<file path="src/rtl/mac_pkg.sv">
// Shared definitions for the 4-bit signed MAC stage and its result buffer.
package mac_pkg;

  localparam int MAC_IN_W    = 4;
  localparam int MAC_OUT_W   = 11;
  localparam int MAC_VEC_LEN = 8;

  // Default number of entries in the MAC result FIFO.
  localparam int RES_DEPTH   = 4;

  typedef logic signed [MAC_OUT_W-1:0] mac_result_t;

endpackage

</file>
<file path="src/rtl/mac_result_buffer.sv">
// mac_result_buffer: show-ahead FIFO that captures MAC results on the
// single-cycle out_valid pulse and presents them over valid/ready.
// Optional build macro MAC_RESULT_RELU_EN: negative results are stored as 0.
//
// Handshake: the consumer takes res_data when res_valid && res_ready are both
// high at a rising clock edge. res_valid is high whenever the FIFO is non-empty
// and does not depend on res_ready. The producer side has no back-pressure: a
// result arriving while the FIFO is full and not being popped is dropped and
// recorded in the sticky overflow flag.
module mac_result_buffer
  import mac_pkg::*;
#(
  parameter int DATA_W = MAC_OUT_W,
  parameter int DEPTH  = RES_DEPTH,
  parameter int CNT_W  = $clog2(DEPTH) + 1
) (
  input  logic                     clk,
  input  logic                     reset,
  input  logic signed [DATA_W-1:0] mac_out,
  input  logic                     out_valid,
  output logic signed [DATA_W-1:0] res_data,
  output logic                     res_valid,
  input  logic                     res_ready,
  output logic                     full,
  output logic                     empty,
  output logic [CNT_W-1:0]         count,
  output logic                     overflow,
  input  logic                     clear_ovf
);

  localparam int PTR_W = $clog2(DEPTH);

  logic [DATA_W-1:0] mem_q [DEPTH];
  logic [PTR_W-1:0]  wr_ptr_q, wr_ptr_d;
  logic [PTR_W-1:0]  rd_ptr_q, rd_ptr_d;
  logic [CNT_W-1:0]  count_q, count_d;
  logic              ovf_q, ovf_d;

  logic              push;
  logic              pop;
  logic              drop;
  logic [DATA_W-1:0] wr_data;

  // Status flags come straight from the registered occupancy count.
  assign full      = (count_q == CNT_W'(DEPTH));
  assign empty     = (count_q == '0);
  assign res_valid = !empty;
  assign count     = count_q;
  assign overflow  = ovf_q;

  // Show-ahead head; forced to zero while empty so reset clears it at once.
  assign res_data  = empty ? '0 : mem_q[rd_ptr_q];

  // A pop in the same cycle frees a slot, so a full FIFO can still accept.
  assign pop  = res_valid && res_ready;
  assign push = out_valid && (!full || pop);
  assign drop = out_valid && full && !pop;

  // Value written on push, optionally clamped at zero.
  always_comb begin
`ifdef MAC_RESULT_RELU_EN
    wr_data = mac_out[DATA_W-1] ? '0 : mac_out;
`else
    wr_data = mac_out;
`endif
  end

  // Next-state for pointers, occupancy and the sticky overflow flag.
  always_comb begin
    wr_ptr_d = wr_ptr_q;
    rd_ptr_d = rd_ptr_q;
    count_d  = count_q;
    ovf_d    = ovf_q;

    if (push) wr_ptr_d = wr_ptr_q + PTR_W'(1);
    if (pop)  rd_ptr_d = rd_ptr_q + PTR_W'(1);

    case ({push, pop})
      2'b10:   count_d = count_q + CNT_W'(1);
      2'b01:   count_d = count_q - CNT_W'(1);
      default: count_d = count_q;
    endcase

    // A fresh drop outranks a clear requested in the same cycle.
    if (drop)           ovf_d = 1'b1;
    else if (clear_ovf) ovf_d = 1'b0;
  end

  // Control state register with asynchronous reset.
  always_ff @(posedge clk or posedge reset) begin
    if (reset) begin
      wr_ptr_q <= '0;
      rd_ptr_q <= '0;
      count_q  <= '0;
      ovf_q    <= 1'b0;
    end else begin
      wr_ptr_q <= wr_ptr_d;
      rd_ptr_q <= rd_ptr_d;
      count_q  <= count_d;
      ovf_q    <= ovf_d;
    end
  end

  // Storage array; contents are don't-care until written, so no reset.
  always_ff @(posedge clk) begin
    if (push) mem_q[wr_ptr_q] <= wr_data;
  end

endmodule

</file>
<file path="config.mk">
export PLATFORM = sky130hd
export DESIGN_NAME = mac_result_buffer
export DESIGN_NICKNAME = d
export VERILOG_FILES = /design/src/rtl/mac_pkg.sv /design/src/rtl/mac_result_buffer.sv
export SDC_FILE = /design/constraint.sdc
export NUM_CORES = 1
export LEC_CHECK = 0
export CAP_MARGIN = 15
export CORE_MARGIN = 3
export CORE_UTILIZATION = 52
export CTS_CLUSTER_SIZE = 30
export DETAILED_ROUTE_END_ITERATION = 8
export GPL_ROUTABILITY_DRIVEN = 0
export GPL_TIMING_DRIVEN = 0
export PLACE_DENSITY = 0.76
export SLEW_MARGIN = 10
export SYNTH_ARGS = -nofsm -noshare
export SYNTH_HDL_FRONTEND = slang
export SYNTH_SLANG_ARGS = --single-unit
</file>
<file path="constraint.sdc">
create_clock -name clk -period 2.57 [get_ports clk]
set_clock_uncertainty 0.15 [all_clocks]
set_input_delay 0.514 -clock clk [delete_from_list [all_inputs] [get_ports clk]]
set_output_delay 0.514 -clock clk [all_outputs]
set_load 0.1 [all_outputs]
</file>
# Word-level counts from Yosys, hierarchy flattened
# Memory sizes are Yosys's and may differ from the RTL's.
# Index checks and enable logic that the tools add are counted.
[totals]
wordCells = 29
out_inout_bits = 18
memories = 1
input_bits = 16
ram_bits = 44
reg_bits = 8
[memory_table]
columns = ["memory", "words", "word_bits", "read_ports", "rd_ports_with_merged_regs", "wr", "line", "text"]
rows = [
  ["mem_q", 4, 11, 1, 0, 1, "mac_result_buffer.sv:33", "logic [DATA_W-1:0] mem_q [DEPTH];"],
]
[classes]
mux = 6
addsub = 4
eq_ne = 3
n_reduce_logical = 11
[ops]
columns = ["operator", "count"]
rows = [
  ["two-way mux 11 bit", 1],
  ["one-hot mux 3 bit (2 select lines)", 1],
  ["adder 2 x 1 -> 2 bit, second input constant", 2],
  ["logical AND 1 bit", 4],
  ["two-way mux 1 bit", 4],
  ["nonzero test 2 bit", 2],
  ["adder 3 x 1 -> 3 bit, second input constant", 1],
  ["equality test 3 bit, second input constant", 1],
  ["zero test 1 bit", 3],
  ["zero test 3 bit", 1],
  ["subtractor 3 x 1 -> 3 bit, second input constant", 1],
  ["equality test 2 x 1 -> 1 bit, second input constant", 1],
  ["equality test 2 bit, second input constant", 1],
  ["logical OR 1 bit", 1],
]

# Depth between registers and ports, before layout
# Gate-level depths: netlist (run 1).
[depth]
ltp_word = 7
depth_mapped = 9

# Worst setup path after synthesis (run 1)
# OpenSTA, ideal clock, no wires.
[synth_path]
kind = "register to output"
start = "register count_q[0] (netlist: count[0])"
end = "output res_data[2]"
n_path_buf = 1
stages_incl_launch_ff = 4
slack_ns = -1.206
t_arrival_ns = 3.112
cell_sequence = "dfrtp_1 or3_2 clkbuf_1 and2_1"
[synth_between]
elab_chain_cells = 2
[synth_rtl]
columns = ["item", "line", "text"]
rows = [
  ["start: declaration", "mac_result_buffer.sv:36", "logic [CNT_W-1:0] count_q, count_d;"],
  ["start signal: assignment", "mac_result_buffer.sv:99", "count_q <= count_d;"],
  ["zero test 3 bit", "mac_result_buffer.sv:46", "assign empty = (count_q == '0);"],
  ["two-way mux 11 bit", "mac_result_buffer.sv:52", "assign res_data = empty ? '0 : mem_q[rd_ptr_q];"],
  ["end: declaration", "mac_result_buffer.sv:21", "output logic signed [DATA_W-1:0] res_data,"],
]
# Every way passes these cells.

# Worst setup path after layout (run 1)
[layout_path]
start = "register count_q[0] (netlist: count[0])"
end = "output full"
[layout_between]
elab_chain_cells = 1
[layout_rtl]
columns = ["item", "line", "text"]
rows = [
  ["equality test 3 bit", "mac_result_buffer.sv:45", "assign full = (count_q == CNT_W'(DEPTH));"],
  ["end: declaration", "mac_result_buffer.sv:24", "output logic full,"],
]
# Every way passes these cells.

==> summary.md, run 1 <==
| Metric | Value |
|---|---|
| Clock slew at reported path FFs | `0.08 ns` |
| First-pass DRT Iterations | `4` |
| CTS buffer count | `5` |
| Syn_nets | `135` |
| Crit-path max FO | `4` |
| Avg WL per Cell | `~17 um` |
| Ys Warns | `0` |
| Status | `finished clean` |
| Die width | `70.2 um` |
| Library cells used by synthesis | `21` |
| End-of-flow core utilization | `0.700` |
| DIE AREA | `0.00493 sq mm` |
| Post-synthesis simple-gate area fraction | `0.0619` |
| Largest family of logic cells by synthesized area | `multiplexers` |
| # setup viols final | `0` |
| Clk sinks | `52` |
| Period utilization | `0.968` |
| Largest stage delay, worst path | `0.54 ns` |
| Total number of vias | `1081` |
| Global route total overflow | `0` |
| Syn avg cell area | `19.0 sq um` |
| Share of post-route cells with drive strength above 1 | `0.376` |
| Top-area cell type share of the netlist area | `0.616` |
| Synth area leaders | `edfxtp_1 62%, mux4_2 12%, dfrtp_1 9.3%` |
| # port buffers | `33` |
| Mapped cell area | `0.00214 sq mm` |
| Crit. End Element | `primary output` |
| Most frequent cells in the layout | `44 x edfxtp_1, 17 x clkdlybuf4s50_1, 12 x and2_2, 11 x mux4_2, 11 x buf_4` |
| Post-route DRC | `0` |
| Detailed Route Iter0 Violations | `between 40 and 50` |
| Ports | `34` |
| Cells after Synth | `113` |
| Final HPWL DP | `2390 um` |
| Htree depth | `2` |
| Synthesized-area fraction occupied by adder cells | `0.0385` |
| Hold Path Class | `in2async` |
| Critical path's slowest cell | `clkdlybuf4s15_2` |
| Critical Path RT | `1.91 ns` |
| Commonest non-fill, non-tap cell in the layout | `edfxtp_1` |
| Post-synthesis mux area share | `0.127` |
| Site Rows | `22` |
| RSZ-0062 raised after global routing | `no` |
| Hold_buf cts | `0` |
| Worst-Margin Slew | `0.995 ns` |
| Minimum clock period | `2.49 ns` |
| Final Hold Fails | `0` |
| Longest Clk Path Bufs | `2` |
| Final WL | `3470 um` |
| FMAX | `402 MHz` |
| Skew-Pair Late Insertion Delay | `0.29 ns` |
| Max cap viols | `0` |
| Initial core utilization | `0.560` |
| Sequential-to-total area share from yosys stat | `0.710` |
| Startpoint types | `register` |
| Floorplan Core Area | `0.00383 sq mm` |
| Routed Antenna Nets | `0` |
| Area grow syn2layout | `24.9%` |
| Count of buffer and inverter cells on the critical path | `2` |
| Diodes inserted | `0` |
| Crit path kind | `reg2out` |
| Yosys top cell by area | `edfxtp_1` |
| Initial antenna violation count | `0` |
| Cell Chain, Critical Path | `or3b_4 -> inv_1 -> clkdlybuf4s15_2` |
| TritonCTS clock tree | `done` |
| Max-slew violations | `0` |
| Largest net degree at the start of global routing | `16` |
| First-pass GRT wire length | `5740 um` |
| Top delay family on crit path | `buffers and inverters` |
| Relative slew margins | `0.336` |
| Compound-Gate Fraction of Synth Area | `0.0111` |
| Vias in the first global route | `1121` |
| Yosys reg bits | `52` |
| Tot GR Track Use | `0.158` |
| Via density | `5.27` |
| Crit path DAT | `1.82 ns` |
| Synth Area in XOR/XNOR | `0.0245` |
| Die Height | `70.2 um` |
| Final #Nets | `~180` |
| CTS Root Cell | `clkbuf_8` |
[cell families (layout without fill, tap and decap cells)]
| logic type | count (synthesis) | in the layout |
|---|---|---|
| muxes | 13 | 13 |
| DFF | 52 | 52 |
| AOI/OAI and AO/OA | 2 | 2 |
| adders and majority gates | 6 | 6 |
| buffers and inverters | 14 | 58 |
| and+or+nand+nor | 20 | 20 |
| xor gates and xnor gates | 6 | 6 |
[path summary, 6_finish.rpt]
check | end | from | slack [ns] | cells after the start
worst max-delay path | full | count[0] | 0.08 | 3
worst min-delay path | rd_ptr_q[1] | reset | 0.32 | 2
worst max register to register | count[2] | count[0] | 0.12 | 9
worst min register to register | count[2] | count[2] | 0.39 | 1
max in group asynchronous | count[0] | reset | 1.68 | 2
min in group clk | count[2] | count[2] | 0.39 | 1
[Yosys cell counts]
master / number
clkbuf_1: 1
dfrtp_1: 8
and2_2: 4
o32ai_1: 1
or3_2: 1
mux2i_1: 1
ha_1: 5
inv_1: 11
or3b_4: 1
edfxtp_1: 44
nor2_1: 1
nand3_1: 1
mux2_4: 1
buf_4: 1
mux4_2: 11
o21a_4: 1
buf_2: 1
fa_1: 1
xor2_1: 3
xnor2_1: 3
and2_1: 12
[per-stage QoR]
step                setup slack, ns  hold slack, ns  cells  TNS [ns]  cell area (sq um)
floorplan                    0.0409           0.180    113         0               2180
finish                       0.0821           0.317    205         0               2680
detailed placement           -0.553           0.377    194     -6.10               2570
global route                0.00674           0.328    205         0               2680
CTS                         0.00568           0.312    202         0               2650
global placement             -0.521           0.360    194     -5.90               2570
[cell type report]
type	count	area [sq um]
Sequential cell	52	1530
Fill cell	274	1150
Multi-Input combinational cell	47	578
Timing Repair Buffer	36	317
Clock buffer	6	72.6
Tap cell	48	60.1
Inverter	11	45.0
Buffer	3	38.8
Clock inverter	2	35.0
[sequential cells by signal, summed over array words and instances, names as in the netlist]
signal    flops
overflow      1
mem_q        44
count         3
rd_ptr_q      2
wr_ptr_q      2
[layer usage]
layer	global-route usage	wire (um)
met4	0.0638	36
met5	0	0
met3	0.0504	145
met1	0.206	1440
met2	0.249	1850
[repair_timing]
| item | CTS | global route |
|---|---|---|
| setup buffers | 0 | 3 |
| hold endpoints to repair | 0 | 0 |
| setup endpoints to repair | 14 | 10 |
| resized for setup | 84 | 1 |
Power of run 1 is left out: the tool's default activity adds up to more than one toggle a clock period on the data nets, which glitch-free logic cannot reach.
==> run 2: changes to the inputs <==
--- a/config.mk
+++ b/config.mk
@@ -13,6 +13,7 @@
 export GPL_ROUTABILITY_DRIVEN = 0
 export GPL_TIMING_DRIVEN = 0
 export PLACE_DENSITY = 0.76
+export SETUP_SLACK_MARGIN = 0.1
 export SLEW_MARGIN = 10
 export SYNTH_ARGS = -nofsm -noshare
 export SYNTH_HDL_FRONTEND = slang
==> run 2 against run 1 <==
Net effect:
- non-clock buffer count down 1
- count of clock-buffer cells in the layout is 1 lower
- maximum frequency rose by 2.7%
- global-route usage increased by 0.52 points
- first-iteration DRC count is 19% lower
- design area grew 0.70%
- largest cell class unchanged
==> summary.md, run 2 (synthesis results as in run 1) <==
| Metric | Value |
|---|---|
| Status | `finished clean (unchanged)` |
| DIE AREA | `0.00493 sq mm (unchanged)` |
| Area grow syn2layout | `25.8% (was 24.9%)` |
| Commonest non-fill, non-tap cell in the layout | `edfxtp_1 (unchanged)` |
| First-pass GRT wire length | `6040 um (was 5740 um)` |
| Final HPWL DP | `2390 um (about the same)` |
| Via density | `5.26 (was 5.27)` |
| Largest net degree at the start of global routing | `16 (unchanged)` |
| Final Hold Fails | `0 (unchanged)` |
| Routed Antenna Nets | `0 (unchanged)` |
| Final WS setup | `0.148 ns (was 0.0821 ns)` |
| Share of post-route cells with drive strength above 1 | `0.397 (was 0.376)` |
| Crit path from | `rd_ptr_q[0] (was count[0])` |
| Crit. End Element | `primary output (unchanged)` |
| Die width | `70.2 um (unchanged)` |
| Number of flip-flops in the largest register | `44 (unchanged)` |
| Period utilization | `0.943 (was 0.968)` |
| Most flop-heavy register | `mem_q (unchanged)` |
| Sequential Area | `0.00153 sq mm (about the same)` |
| Initial antenna violation count | `0 (unchanged)` |
| Clk sinks | `52 (unchanged)` |
| Crit path to | `res_data[1] (was full)` |
| Avg WL per Cell | `16.7 um (was 16.9 um)` |
| Final #Nets | `177 (was 178)` |
| Final WL | `3410 um (was 3470 um)` |
| Initial core utilization | `0.560 (unchanged)` |
| Clock slew at reported path FFs | `0.08 ns (about the same)` |
| TritonCTS clock tree | `done (unchanged)` |
| Area of the multi-input gates | `603 sq um (was 578 sq um)` |
| Site Rows | `22 (unchanged)` |
| Max-slew violations | `0 (unchanged)` |
| Longest Clk Path Bufs | `2 (unchanged)` |
| R2r setup slk | `0.18 ns (was 0.12 ns)` |
| Max cap viols | `0 (unchanged)` |
| Crit path DAT | `1.76 ns (was 1.82 ns)` |
| Hold Path Class | `in2async (unchanged)` |
| Critical Path RT | `1.91 ns (about the same)` |
| CTS buffer count | `5 (unchanged)` |
| Detailed Route Iter0 Violations | `39 (was 48)` |
| Worst-Margin Slew | `0.973 ns (was 0.995 ns)` |
| Startpoint types | `register (unchanged)` |
| Htree depth | `2 (unchanged)` |
| FMAX | `413 MHz (was 402 MHz)` |
| Crit path kind | `reg2out (unchanged)` |
| RR Endpoint | `count[2] (unchanged)` |
| Relative slew margins | `0.350 (was 0.336)` |
| Floorplan Core Area | `0.00383 sq mm (unchanged)` |
| Ports | `34 (unchanged)` |
| Skew-Pair Late Insertion Delay | `0.29 ns (about the same)` |
| # port buffers | `33 (unchanged)` |
| # setup viols final | `0 (unchanged)` |
| Worst r2r src | `count[1] (was count[0])` |
| RSZ-0062 raised after global routing | `yes (was no)` |
| Diodes inserted | `0 (unchanged)` |
| Tot GR Track Use | `0.164 (was 0.158)` |
| Reg2Reg Depth | `9 (unchanged)` |
| Global route total overflow | `0 (unchanged)` |
| Fillers | `253 (was 274)` |
| Total number of vias | `1073 (was 1081)` |
| Vias in the first global route | `1162 (was 1121)` |
| Post-route DRC | `0 (unchanged)` |
| Most frequent cells in the layout | `44 x edfxtp_1, 15 x clkdlybuf4s50_1, 11 x mux4_2, 9 x buf_6 (was 44 x edfxtp_1, 17 x clkdlybuf4s50_1, 12 x and2_2, 11 x mux4_2, 11 x buf_4)` |
| Minimum clock period | `2.42 ns (was 2.49 ns)` |
| Place WS | `-0.528 ns (was -0.553 ns)` |
| First-pass DRT Iterations | `4 (unchanged)` |
| CTS Root Cell | `clkbuf_8 (unchanged)` |
| Die Height | `70.2 um (unchanged)` |
| Crit-path max FO | `3 (was 4)` |
==> run 2: timing repair <==
action | 4_1_cts | 5_1_grt
pin swaps | 0 | 2
buffers inserted | 2 | 0
hold buffers | 0 | 0
resized for setup | 91 | 9
hold endpoints to repair | 0 | 0
setup endpoints to repair | 17 | 9
==> run 2: stage by stage <==
stage / util / instance area, sq um / setup TNS, ns / cells / hold WS (ns)
final: 0.705 / 2700 / 0 / 204 / 0.316
after global routing: 0.705 / 2700 / 0 / 204 / 0.378
after CTS: 0.698 / 2670 / 0 / 204 / 0.318
after detailed placement: 0.678 / 2590 / -5.77 / 194 / 0.376
after global placement: 0.678 / 2590 / -5.68 / 194 / 0.368
after floorplan: - / 2200 / 0 / 113 / 0.180
==> run 2: worst min path at each step <==
| stage | startpoint | endpoint | slack, ns | depth (start not counted) |
|---|---|---|---|---|
| global route | reset | count[1] | 0.38 | 2 |
| global placement | count[2] | count[2] | 0.37 | 1 |
| floorplan | reset | overflow | 0.18 | 1 |
| detailed placement | count[2] | count[2] | 0.38 | 1 |
| finish | reset | count[1] | 0.32 | 2 |
| CTS | reset | count[1] | 0.32 | 2 |
==> run 2: cell type report <==
cell class / instances / area share
flip-flops and latches: 52 / 0.569
inverters: 11 / 0.0167
clock buffers: 5 / 0.0255
plain buffers: 3 / 0.0135
repair buffers: 35 / 0.124
multi-input cells: 47 / 0.224
clock inverters: 3 / 0.00510
well taps: 48 / 0.0223
==> run 2: metal layers <==
layer / global-route usage / vias to the layer above / part of all wire
li1: - / 497 / -
met1: 0.231 / 549 / 0.43
met4: 0.0638 / 0 / 0.011
met3: 0.0331 / 5 / 0.044
met2: 0.252 / 22 / 0.52
met5: 0 / - / 0
==> run 2: worst max-delay path: stages (launching register included) <==
cell and delay, ns:
dfrtp_2 0.40, buf_4 0.12, mux4_2 0.47, and2_1 0.18, buf_2 0.29
Power of run 2 is left out for the same reason.
